===== config.mk =====
export PLATFORM = sky130hd
export DESIGN_NAME = logic_accum
export DESIGN_NICKNAME = d
export VERILOG_FILES = /design/src/rtl/logic_accum_pkg.sv /design/src/rtl/logic_op.sv /design/src/rtl/logic_accum.sv
export SDC_FILE = /design/constraint.sdc
export NUM_CORES = 1
export LEC_CHECK = 0
export CAP_MARGIN = 20
export CELL_PAD_IN_SITES_DETAIL_PLACEMENT = 1
export CELL_PAD_IN_SITES_GLOBAL_PLACEMENT = 1
export CORE_MARGIN = 5
export CORE_UTILIZATION = 36
export CTS_CLUSTER_SIZE = 40
export DETAILED_ROUTE_END_ITERATION = 10
export GPL_TIMING_DRIVEN = 0
export PLACE_DENSITY = 0.87
export SYNTH_ARGS = -nofsm -noshare
export SYNTH_HDL_FRONTEND = slang
export SYNTH_SLANG_ARGS = --single-unit
export TNS_END_PERCENT = 10

===== constraint.sdc =====
create_clock -name clk -period 3.1 [get_ports clk]
set_clock_uncertainty 0.1 [all_clocks]
set_input_delay 0.465 -clock clk [delete_from_list [all_inputs] [get_ports clk]]
set_output_delay 0.465 -clock clk [all_outputs]
set_load 0.1 [all_outputs]

===== src/rtl/logic_accum_pkg.sv =====
// Shared types for the bitwise logic accumulator: operation codes and FSM states.
package logic_accum_pkg;

    typedef enum logic [1:0] {
        OP_AND  = 2'd0,
        OP_OR   = 2'd1,
        OP_XOR  = 2'd2,
        OP_NAND = 2'd3
    } op_e;

    typedef enum logic [1:0] {
        S_IDLE  = 2'd0,
        S_ACCUM = 2'd1,
        S_HOLD  = 2'd2
    } state_e;

endpackage


===== src/rtl/logic_op.sv =====
// Combinational op unit: single-beat result, base-op reduction of the operands,
// and the running accumulator folded with that reduction.
module logic_op
    import logic_accum_pkg::*;
#(
    parameter int WIDTH = 8
) (
    input  logic [WIDTH-1:0] a,
    input  logic [WIDTH-1:0] b,
    input  logic [WIDTH-1:0] acc,
    input  logic [1:0]       op,
    output logic [WIDTH-1:0] beat,
    output logic [WIDTH-1:0] base,
    output logic [WIDTH-1:0] acc_next
);

    // NAND bursts accumulate with AND; the final inversion happens in the top.
    always_comb begin
        beat     = '0;
        base     = '0;
        acc_next = '0;
        case (op_e'(op))
            OP_AND: begin
                base     = a & b;
                beat     = base;
                acc_next = acc & base;
            end
            OP_OR: begin
                base     = a | b;
                beat     = base;
                acc_next = acc | base;
            end
            OP_XOR: begin
                base     = a ^ b;
                beat     = base;
                acc_next = acc ^ base;
            end
            OP_NAND: begin
                base     = a & b;
                beat     = ~base;
                acc_next = acc & base;
            end
            default: begin
                base     = '0;
                beat     = '0;
                acc_next = '0;
            end
        endcase
    end

endmodule


===== src/rtl/logic_accum.sv =====
// Bitwise logic accumulator: per-item or burst-accumulated AND/OR/XOR/NAND
// with valid/ready handshakes on both sides.
//
//  state   | meaning
//  S_IDLE  | waiting for first beat of an item or burst
//  S_ACCUM | burst open, folding further beats into acc with the latched op
//  S_HOLD  | result presented, waiting for out_ready
module logic_accum
    import logic_accum_pkg::*;
#(
    parameter int WIDTH = 8,
    parameter int CNT_W = 8
) (
    input  logic             clk,
    input  logic             rst_n,
    input  logic             in_valid,
    output logic             in_ready,
    input  logic [WIDTH-1:0] in_a,
    input  logic [WIDTH-1:0] in_b,
    input  logic [1:0]       in_op,
    input  logic             in_mode,
    input  logic             in_last,
    output logic             out_valid,
    input  logic             out_ready,
    output logic [WIDTH-1:0] out_y,
    output logic             out_zero,
    output logic [CNT_W-1:0] out_count
);

    localparam logic [CNT_W-1:0] CNT_ONE = {{(CNT_W-1){1'b0}}, 1'b1};
    localparam logic [CNT_W-1:0] CNT_MAX = {CNT_W{1'b1}};

    state_e           state_q;
    state_e           state_d;
    op_e              op_q;
    op_e              op_sel;
    logic [WIDTH-1:0] acc_q;
    logic [WIDTH-1:0] y_q;
    logic             zero_q;
    logic [CNT_W-1:0] cnt_q;
    logic [WIDTH-1:0] beat;
    logic [WIDTH-1:0] base;
    logic [WIDTH-1:0] acc_next;
    logic [WIDTH-1:0] y_d;
    logic [CNT_W-1:0] cnt_d;
    logic             accept;

    assign accept = in_valid && in_ready;
    assign op_sel = (state_q == S_ACCUM) ? op_q : op_e'(in_op);

    logic_op #(
        .WIDTH (WIDTH)
    ) u_op (
        .a        (in_a),
        .b        (in_b),
        .acc      (acc_q),
        .op       (op_sel),
        .beat     (beat),
        .base     (base),
        .acc_next (acc_next)
    );

    always_ff @(posedge clk or negedge rst_n) begin
        if (!rst_n) begin
            state_q <= S_IDLE;
        end else begin
            state_q <= state_d;
        end
    end

    always_comb begin
        state_d = state_q;
        case (state_q)
            S_IDLE: begin
                if (accept) begin
                    state_d = (!in_mode || in_last) ? S_HOLD : S_ACCUM;
                end
            end
            S_ACCUM: begin
                if (accept && in_last) begin
                    state_d = S_HOLD;
                end
            end
            S_HOLD: begin
                if (out_ready) begin
                    state_d = S_IDLE;
                end
            end
            default: state_d = S_IDLE;
        endcase
    end

    always_comb begin
        in_ready  = (state_q != S_HOLD);
        out_valid = (state_q == S_HOLD);
    end

    // A first beat's result equals the single-beat value in either mode.
    always_comb begin
        y_d   = beat;
        cnt_d = CNT_ONE;
        if (state_q == S_ACCUM) begin
            y_d   = (op_q == OP_NAND) ? ~acc_next : acc_next;
            cnt_d = (cnt_q == CNT_MAX) ? cnt_q : cnt_q + CNT_ONE;
        end
    end

    always_ff @(posedge clk or negedge rst_n) begin
        if (!rst_n) begin
            acc_q  <= '0;
            op_q   <= OP_AND;
            y_q    <= '0;
            zero_q <= 1'b1;
            cnt_q  <= '0;
        end else if (accept) begin
            if (state_q == S_IDLE) begin
                acc_q <= base;
                op_q  <= op_e'(in_op);
            end else begin
                acc_q <= acc_next;
            end
            y_q    <= y_d;
            zero_q <= (y_d == '0);
            cnt_q  <= cnt_d;
        end
    end

    assign out_y     = y_q;
    assign out_zero  = zero_q;
    assign out_count = cnt_q;

endmodule


==> reports/metrics.cfg, run 1 <==
[status]
status = complete, but fails checks
failed_checks = negative setup slack

[power_and_ir_drop]
p_seq_frac = 0.260
clkPwrFrac = 0.139
internal-power_mw = 1.09
comb_power_share = 0.601
netSwitchingPower_mw = 1.24
power.total_mw = 2.32
power_per_cell_area_mw_per_mm2 = 713
p_leak_nw = 1.36
ir_worst_vdd_v = 0.000274
p_sw_frac = 0.532

[placed_design]
port_buffers = 41
hpwlAfterDp_um = 6010
dp.cells = 451
pre_cts_slack_ps = -684
gp_congestion = 0.872
place_area_mm2 = 0.00304

[sta]
drv_slew = 0
finalSetupViolCount = 1
fin_ws_ps = -50.2
slew_headroom = 0.337
worst_slew_pin_slew_ps = 991
timing.hold.ws_ps = 124
max_freq_mhz = 317
min_period_over_period = 1.02
rsz0062_at_grt = true
finalHoldViolCount = 0
min_period_ps = 3150

[logic_synthesis]
synthesis.nets = 360
synthFlopType = dfrtp_1
synth_cells = 314
yosysUniqueCellTypes = 42
synth-seq-area-share = 0.290
avgSynthCellArea_um2 = 7.99
syn_area_mm2 = 0.00251
synth.yosys.warnings = 0
ys_ff_latch = 29
async_flop_share = 1.00
synth-edff-count = 0

[critical_path]
start_kind = flip-flop
path_buf_inv = 3
crit_family = simple AND/OR/NAND/NOR gates
slowest_stage = or4_1
critPathArrivalTime_ps = 3280
path_cells = nand2b_4 -> clkbuf_4 -> nand2_1 -> nand2_1 -> inv_1 -> ha_4 -> buf_6 -> a32oi_2 -> o311ai_4 -> or4_1 -> a311oi_2 -> a22o_1
critical_path_class = reg2reg
required_ps = 3230
crit_fanout = 10
end_kind = flip-flop
crit_top_cell = nand2_1
cpPeakStageDelay_ps = 560

[clock_tree]
cts_tree = done
insertion_delay_ps = 300
numCtsBuffers = 5
htreeDepth = 2
cts_root_buffer = clkbuf_8
clock_path_buffers = 2
clk_pin_slew_ps = 70
clock-sinks = 29

[finish]
drive_gt1_frac = 0.110
stdcell_count = 461
multi_input_comb_area_mm2 = 0.00171
final_nets = 410
area_delta_synth_final_pct = 29.9
antennaDiodeCount = 0
fin_area_mm2 = 0.00326
nFillCells = 827
layout_commonest_cell = clkdlybuf4s50_1
layout_common_cells = clkdlybuf4s50_1 (40), nand2_1 (33), o21ai_0 (31)
seqCellArea_um2 = 729

[detailed_routing]
post_drt_wl_per_cell_um = 18.5
highest_layer = met4
drc_errors = 0
drt_iter0_markers = 129
wl_met3_um = 430
num_vias = 2621
dr.pass1.iters = 4
wl_met1_um = 3650
met2_length_um = 4270
totalWireLength_um = 8540
via_per_inst = 5.69
final_antenna_net_count = 0

[floorplanning]
start_util = 0.369
rows = 30
die_area_mm2 = 0.00874
core_mm2 = 0.00679
io_pins = 43
die_w_um = 93.5
fp.dieH_um = 93.5

[job]
max_cap_viol_count = 0

[grt]
grt_pass1_vias = 2686
grt_pass1_wl_um = 13600
overflow = 0
grt_use_total = 0.198
grt_max_degree = 30
antenna_found_initial = 0

[worst_hold_path]
hold_path.class = in2async

cell type report:
class / instances / share of cell area
Inverter: 28 / 0.0322
Multi-Input combinational cell: 240 / 0.523
Clock buffer: 6 / 0.0223
Timing Repair Buffer: 44 / 0.131
Clock inverter: 2 / 0.00307
Sequential cell: 29 / 0.224
Buffer: 16 / 0.0273
Tap cell: 96 / 0.0369
sequential cells by signal, summed over array words and instances, names as in the netlist:
signal / flops
acc_q: 8
op_q: 2
out_count: 8
out_y: 8
out_zero: 1
state_q: 2
stage by stage:
stage | setup TNS (ps) | util
global route | -150 | 0.480
finish | -50.2 | 0.480
global placement | -3190 | 0.448
CTS | 0 | 0.477
floorplan | 0 | -
detailed placement | -4710 | 0.447
worst register-to-register path, cell delays in order, from the launching register on:
cell	delay (ps)
dfrtp_2	430
nand2b_4	200
clkbuf_4	220
nand2_1	70
nand2_1	130
inv_1	120
ha_4	210
buf_6	160
a32oi_2	240
o311ai_4	190
or4_1	560
a311oi_2	280
a22o_1	180
final timing paths:
kind | start | endpoint | slack [ps] | depth (start not counted)
hold reg to reg | out_y[3] | out_y[3] | 400 | 2
setup reg to reg | state_q[1] | out_zero | -50 | 12
setup / recovery | state_q[1] | out_zero | -50 | 12
min in group clk | out_y[3] | out_y[3] | 400 | 2
max in group asynchronous | rst_n | state_q[0] | 2270 | 1
hold / removal | rst_n | state_q[1] | 120 | 1
layer usage:
metal	global-route usage	vias up
met4	0.0733	0
met1	0.245	1293
met2	0.341	83
met5	0	-
met3	0.0362	16
li1	-	1229
power groups by stage:
stage | sequential, mW | clock [mW] | combinational (mW)
2_1_floorplan | 0.965 | 0 | 0.583
3_3_place_gp | 0.591 | 0 | 1.28
3_5_place_dp | 0.596 | 0 | 1.31
4_1_cts | 0.600 | 0.326 | 1.37
5_1_grt | 0.624 | 0.345 | 1.48
6_report | 0.605 | 0.323 | 1.40
kinds of logic after synthesis:
logic type | count (synthesis) | share of synthesized area
xor gates and xnor gates | 9 | 0.0314
adders and majority gates | 22 | 0.110
buffers and inverters | 45 | 0.0713
and+or+nand+nor | 102 | 0.209
muxes | 12 | 0.0494
AOI/OAI and AO/OA | 95 | 0.239
DFF | 29 | 0.290
cells in the mapped netlist (all sizes together) (2+ instances only):
cell,n,share of area
a211oi,3,0.0090
xnor2,5,0.017
dfrtp,28,0.28
xor2,4,0.014
nand4,3,0.0075
o221ai,6,0.021
a221oi,8,0.028
nand3,11,0.022
ha,22,0.11
nand2,33,0.049
clkbuf,13,0.019
or3,4,0.010
and4,2,0.0070
o21ai,32,0.064
a32oi,6,0.021
and3,3,0.0075
a31oi,3,0.0075
buf,4,0.010
nand3b,3,0.0090
a21oi,28,0.056
nand4b,2,0.0070
nor3b,4,0.012
mux2i,9,0.036
nand2b,15,0.037
nor2,14,0.021
mux2,3,0.013
inv,28,0.042
o311ai,4,0.017
nor2b,5,0.012
what timing repair did:
item,in CTS,in global routing
gates resized for setup,23,7
setup endpoints to repair,16,9
hold buffers,0,0
pin swaps,3,0
buffers inserted,3,0
(Power assumes the default switching activity.)
==> run 2, diff against run 1 <==
- SYNTH_HIERARCHICAL: default -> 1
==> run 2 against run 1 <==
Effect of this change:
- the flow still finishes with violations (negative setup slack)
- area after synthesis is 6.5% higher
- sequential share of layout area decreased by 1.4 points
- non-clock buffer count increased by 15
- wire length up 8.4%
- critical endpoint unchanged
- largest power group unchanged
==> reports/metrics.cfg, run 2 <==
[finish]
antennaDiodeCount = 0
fin_util = 0.479
final_nets = 441
layout_common_cells = clkdlybuf4s50_1 (42), inv_1 (35), nor2_1 (28)
area_delta_synth_final_pct = 30.1
nFillCells = 892
stdcell_count = 495
layout_commonest_cell = clkdlybuf4s50_1
drive_gt1_frac = 0.134

[critical_path]
critPathArrivalTime_ps = 3230
path_cells = buf_4 -> nand2b_2 -> nand2_1 -> nand2_4 -> inv_1 -> ha_2 -> buf_2 -> nand3_1 -> nand4_1 -> nand4_1 -> nor3_1 -> o21ai_0 -> a21oi_1
slowest_stage = dfrtp_2
reg2reg_slack_ps = -20
cpPeakStageDelay_ps = 440
required_ps = 3200
end_kind = flip-flop
timing.rr.end = out_zero
crit_top_cell = nand4_1
r2r_start = state_q[1]
crit_fanout = 10
crit_family = simple AND/OR/NAND/NOR gates
start_kind = flip-flop
critical_path_class = reg2reg
worst-r2r-cell-count = 13
path_buf_inv = 3

[sta]
slew_headroom = 0.341
timing.hold.ws_ps = 392
worst_slew_pin_slew_ps = 986
drv_slew = 0
min_period_ps = 3120
finalHoldViolCount = 0
min_period_over_period = 1.01
finalSetupViolCount = 1
fin_ws_ps = -23.9
max_freq_mhz = 320

[clock_tree]
htreeDepth = 2
numCtsBuffers = 5
clk_pin_slew_ps = 60
clock-sinks = 29
cts_hold_buf = 0
insertion_delay_ps = 290
cts_root_buffer = clkbuf_8
cts_tree = done
clock_path_buffers = 2

[grt]
overflow = 0
grt_pass1_wl_um = 14300
grt_pass1_vias = 2953
antenna_found_initial = 0
grt_max_degree = 20
grt_use_total = 0.198

[logic_synthesis]
synth_area_leader_cell = dfrtp_1
netlist_top_cells_count = inv_1 (36), dfrtp_1 (28), nor2_1 (28), nand2_1 (24), ha_1 (22)
ys_ff_latch = 29
synth-simple-area-share = 0.221
synth.yosys.warnings = 6
synth_top_area_frac = 0.262
syn_area_mm2 = 0.00267
yosys.cell_count.top_type = inv_1
avgSynthCellArea_um2 = 8.02
synthesis.nets = 379
synth-xor-area-share = 0.0262
synthAdderAreaFrac = 0.103
synth_area_leaders = dfrtp_1 (26%), ha_1 (10%), mux2i_1 (6.0%), inv_1 (5.1%), nor2_1 (3.9%)
muxShareOfSynthArea = 0.0684
synthFlopType = dfrtp_1
synth_top_family_by_area = simple AND/OR/NAND/NOR gates
async_flop_share = 1.00
synth-seq-area-share = 0.272
synth_cells = 333
synth-edff-count = 0
yosysUniqueCellTypes = 43
synth_compound_area_frac = 0.219

[detailed_routing]
via_per_inst = 5.81
totalWireLength_um = 9260
wl_met1_um = 3880
drt_iter0_markers = 159
num_vias = 2878
met2_length_um = 4730
drc_errors = 0
wl_met3_um = 481
post_drt_wl_per_cell_um = 18.7
highest_layer = met4
final_antenna_net_count = 0
dr.pass1.iters = 7

[power_and_ir_drop]
netSwitchingPower_mw = 1.27
clkPwrFrac = 0.126
p_sw_frac = 0.521
p_seq_frac = 0.252
p_leak_nw = 1.51
ir_worst_vdd_v = 0.000339
power_per_cell_area_mw_per_mm2 = 704
internal-power_mw = 1.17
comb_power_share = 0.622

[floorplanning]
die_area_mm2 = 0.00924
core_mm2 = 0.00725
io_pins = 43
fp.dieH_um = 96.1
die_w_um = 96.1
rows = 31
start_util = 0.368

[placed_design]
port_buffers = 42
dp.cells = 475
hpwlAfterDp_um = 6620
gp_congestion = 0.875
pre_cts_slack_ps = -415

[worst_hold_path]
hold_depth = 2
min_from = out_y[2]
hold_path.class = reg2reg
hold_end = out_y[2]

[status]
status = complete, but fails checks
failed_checks = negative setup slack

[job]
max_cap_viol_count = 0

-- run 2: cell count changes in the layout (fill, tap and decap cells not counted), sizes merged, moves of 8 or more --
cell	delta
buf	+18
nor2	+15
o21ai	-13
a21oi	-9
inv	+9
nand2	-9
a221oi	-8
a222oi	+8
o22ai	+8
o31a	+8
-- run 2: worst reg2reg max path, delay by kind of cell, from the launching register on --
kind	cells	cell delay (ps)
AND/OR/NAND/NOR	7	1280
adder cells (fa/ha/maj)	1	260
AO/OA/AOI/OAI	2	360
flip-flops	1	440
buffers and inverters	3	610
-- run 2: power groups by stage --
stage	Clock [mW]	Sequential [mW]	Combinational, mW
final	0.309	0.615	1.52
after detailed placement	0	0.615	1.40
after CTS	0.309	0.610	1.43
after global placement	0	0.604	1.35
after floorplan	0	0.981	0.651
after global routing	0.333	0.634	1.61
-- run 2: what timing repair did --
item                       in CTS  in global routing
buffers inserted                0                 12
setup endpoints to repair      17                  2
pin swaps                       0                  6
resized for setup              11                  9
-- run 2: kinds of logic after synthesis --
| logic type | Yosys count |
|---|---|
| xor+xnor | 8 |
| compound gates | 87 |
| buf+inv | 57 |
| simple gates | 112 |
| fa+ha+maj | 22 |
| mux | 18 |
| flops | 29 |
-- run 2: stage by stage --
step,power (mW),TNS (ps),area (µm²)
6_report,2.45,-23.9,3470
5_1_grt,2.58,-153,3470
4_1_cts,2.35,0,3350
3_5_place_dp,2.02,-2250,3230
3_3_place_gp,1.96,-349,3220
2_1_floorplan,1.63,0,2670
-- run 2: layout make-up --
class,count,area [µm²],share of cell area
clock buffers,6,72.6,0.0209
multi-input cells,247,1760,0.506
flip-flops and latches,29,729,0.210
inverters,37,139,0.0400
plain buffers,20,116,0.0335
clock inverters,2,10.0,0.00288
well taps,99,124,0.0357
repair buffers,55,526,0.151
-- run 2: layer usage --
layer	vias up	GRT usage
met5	-	0
met4	0	0.0533
met3	20	0.0336
met2	106	0.355
met1	1440	0.242
li1	1312	-
-- run 2: worst max-delay path by stage --
stage | from | endpoint | slack [ps] | cells past startpoint
after global routing | state_q[1] | out_zero | -150 | 13
final | state_q[1] | out_zero | -20 | 13
after CTS | state_q[1] | out_zero | 40 | 14
after global placement | state_q[1] | out_zero | -210 | 13
after floorplan | state_q[1] | out_zero | 400 | 13
after detailed placement | state_q[1] | out_zero | -420 | 13
==> run 3, diff against run 2 <==
- GPL_TIMING_DRIVEN: 0 -> 1
==> run 3 against run 2 <==
Effect of this change:
- the run now ends clean
- wire length shrank 7.6%
- critical path depth shrank 1
- clock power grew 5%
- largest cell class unchanged
- largest power group unchanged
- highest routed layer unchanged
==> reports/metrics.cfg, run 3 (same netlist as run 2, synthesis figures left out) <==
[sta]
min_period_over_period = 0.932
worst_slew_pin_slew_ps = 475
rsz0062_at_grt = false
finalSetupViolCount = 0
tns_ps = 0
drv_slew = 0
max_freq_mhz = 346
finalHoldViolCount = 0
slew_headroom = 0.683
min_period_ps = 2890

[floorplanning]
core_mm2 = 0.00725
die_area_mm2 = 0.00924
die_w_um = 96.1
rows = 31
fp.dieH_um = 96.1
io_pins = 43
start_util = 0.368

[finish]
antennaDiodeCount = 0
layout_common_cells = inv_1 (36), buf_4 (35), nor2_1 (28)
layout_commonest_cell = inv_1
fin_util = 0.455
drive_gt1_frac = 0.147
final_nets = 425
area_delta_synth_final_pct = 23.6

[clock_tree]
cts_tree = done
clock_path_buffers = 2
htreeDepth = 2
numCtsBuffers = 5
clock-sinks = 29
cts_root_buffer = clkbuf_8
insertion_delay_ps = 290
clk_pin_slew_ps = 70
cts_setup_buffers = 0

[placed_design]
port_buffers = 42
gp_congestion = 0.874
hpwlAfterDp_um = 6340

[job]
max_cap_viol_count = 0

[power_and_ir_drop]
comb_power_share = 0.604
clkPwrFrac = 0.137
p_leak_nw = 1.46
internal-power_mw = 1.11
p_seq_frac = 0.259
ir_worst_vdd_v = 0.000312
power_per_cell_area_mw_per_mm2 = 715
power.total_mw = 2.36
p_sw_frac = 0.528
netSwitchingPower_mw = 1.24

[detailed_routing]
post_drt_wl_per_cell_um = 17.9
via_per_inst = 5.71
drt_iter0_markers = 186
final_antenna_net_count = 0
highest_layer = met4
met2_length_um = 4500
dr.pass1.iters = 5
drc_errors = 0
num_vias = 2736
wl_met3_um = 418
totalWireLength_um = 8560
wl_met1_um = 3390

[critical_path]
end_kind = flip-flop
cpPeakStageDelay_ps = 460
start_kind = flip-flop
crit_family = simple AND/OR/NAND/NOR gates
critPathArrivalTime_ps = 3010
slowest_stage = dfrtp_2
crit_top_cell = nand2_1
crit_fanout = 17
path_buf_inv = 1
critical_path_class = reg2reg
path_cells = nand2b_1 -> nand2_1 -> nand2_1 -> inv_1 -> ha_2 -> nor2_1 -> a32oi_1 -> nand3_1 -> nor4_1 -> and3_1 -> o21ai_0 -> a21oi_1
required_ps = 3220

[grt]
grt_use_total = 0.193
antenna_found_initial = 0
grt_max_degree = 33
grt_pass1_wl_um = 13900
overflow = 0
grt_pass1_vias = 3037

[status]
status = finished clean

[worst_hold_path]
hold_path.class = reg2reg

[run 3: changes by cell type in the layout (fill, tap and decap cells not counted), moves of 2 or more]
cell,before,now
buf_6,3,0
buf_4,13,35
clkbuf_1,7,0
clkdlybuf4s50_1,42,23
ha_4,2,0
nand3_2,2,0
buf_2,8,0
nand3_1,9,11
[run 3: final timing paths]
| path | startpoint | to | slack (ps) | depth (start not counted) |
|---|---|---|---|---|
| setup / recovery | state_q[1] | out_zero | 210 | 12 |
| hold / removal | out_y[2] | out_y[2] | 390 | 2 |
| setup reg to reg | state_q[1] | out_zero | 210 | 12 |
| hold reg to reg | out_y[2] | out_y[2] | 390 | 2 |
| max in group asynchronous | rst_n | out_zero | 2110 | 2 |
| min in group asynchronous | rst_n | out_y[2] | 460 | 2 |
[run 3: area by class of cell]
type	instances	area (µm²)
clock inverters	3	17.5
multi-input cells	247	1710
well taps	99	124
clock buffers	5	68.8
fillers	882	3950
repair buffers	59	513
inverters	37	139
flip-flops and latches	29	728
[run 3: power by group through the flow]
| stage | sequential, mW | combinational [mW] | clock (mW) |
|---|---|---|---|
| after floorplan | 0.981 | 0.651 | 0 |
| after global placement | 0.605 | 1.37 | 0 |
| after detailed placement | 0.616 | 1.41 | 0 |
| after CTS | 0.609 | 1.42 | 0.329 |
| after global routing | 0.628 | 1.52 | 0.346 |
| final | 0.611 | 1.42 | 0.323 |
[run 3: per-stage QoR]
| step | std cells | hold WS (ps) | setup WS (ps) | area (µm²) |
|---|---|---|---|---|
| final | 479 | 391 | 210 | 3300 |
| after global placement | 471 | 369 | 140 | 3210 |
| after global routing | 479 | 425 | 44.4 | 3300 |
| after CTS | 479 | 397 | 22.1 | 3290 |
| after floorplan | 333 | 69.4 | 398 | 2670 |
| after detailed placement | 471 | 383 | -134 | 3210 |
[run 3: layer usage]
metal	vias to the layer above	GRT usage
li1	1284	-
met1	1365	0.216
met2	66	0.351
met3	21	0.0297
met4	0	0.0948
met5	-	0
[run 3: worst register-to-register path, stage by stage, from the launching register on]
cell and delay (ps):
dfrtp_2 460, nand2b_1 250, nand2_1 120, nand2_1 100, inv_1 110, ha_2 410, nor2_1 110, a32oi_1 240
nand3_1 130, nor4_1 350, and3_1 210, o21ai_0 90, a21oi_1 150
[run 3: what timing repair did]
item | 4_1_cts | 5_1_grt
setup endpoints to repair | 0 | 3
gates resized for setup | 0 | 4
hold buffers | 0 | 0
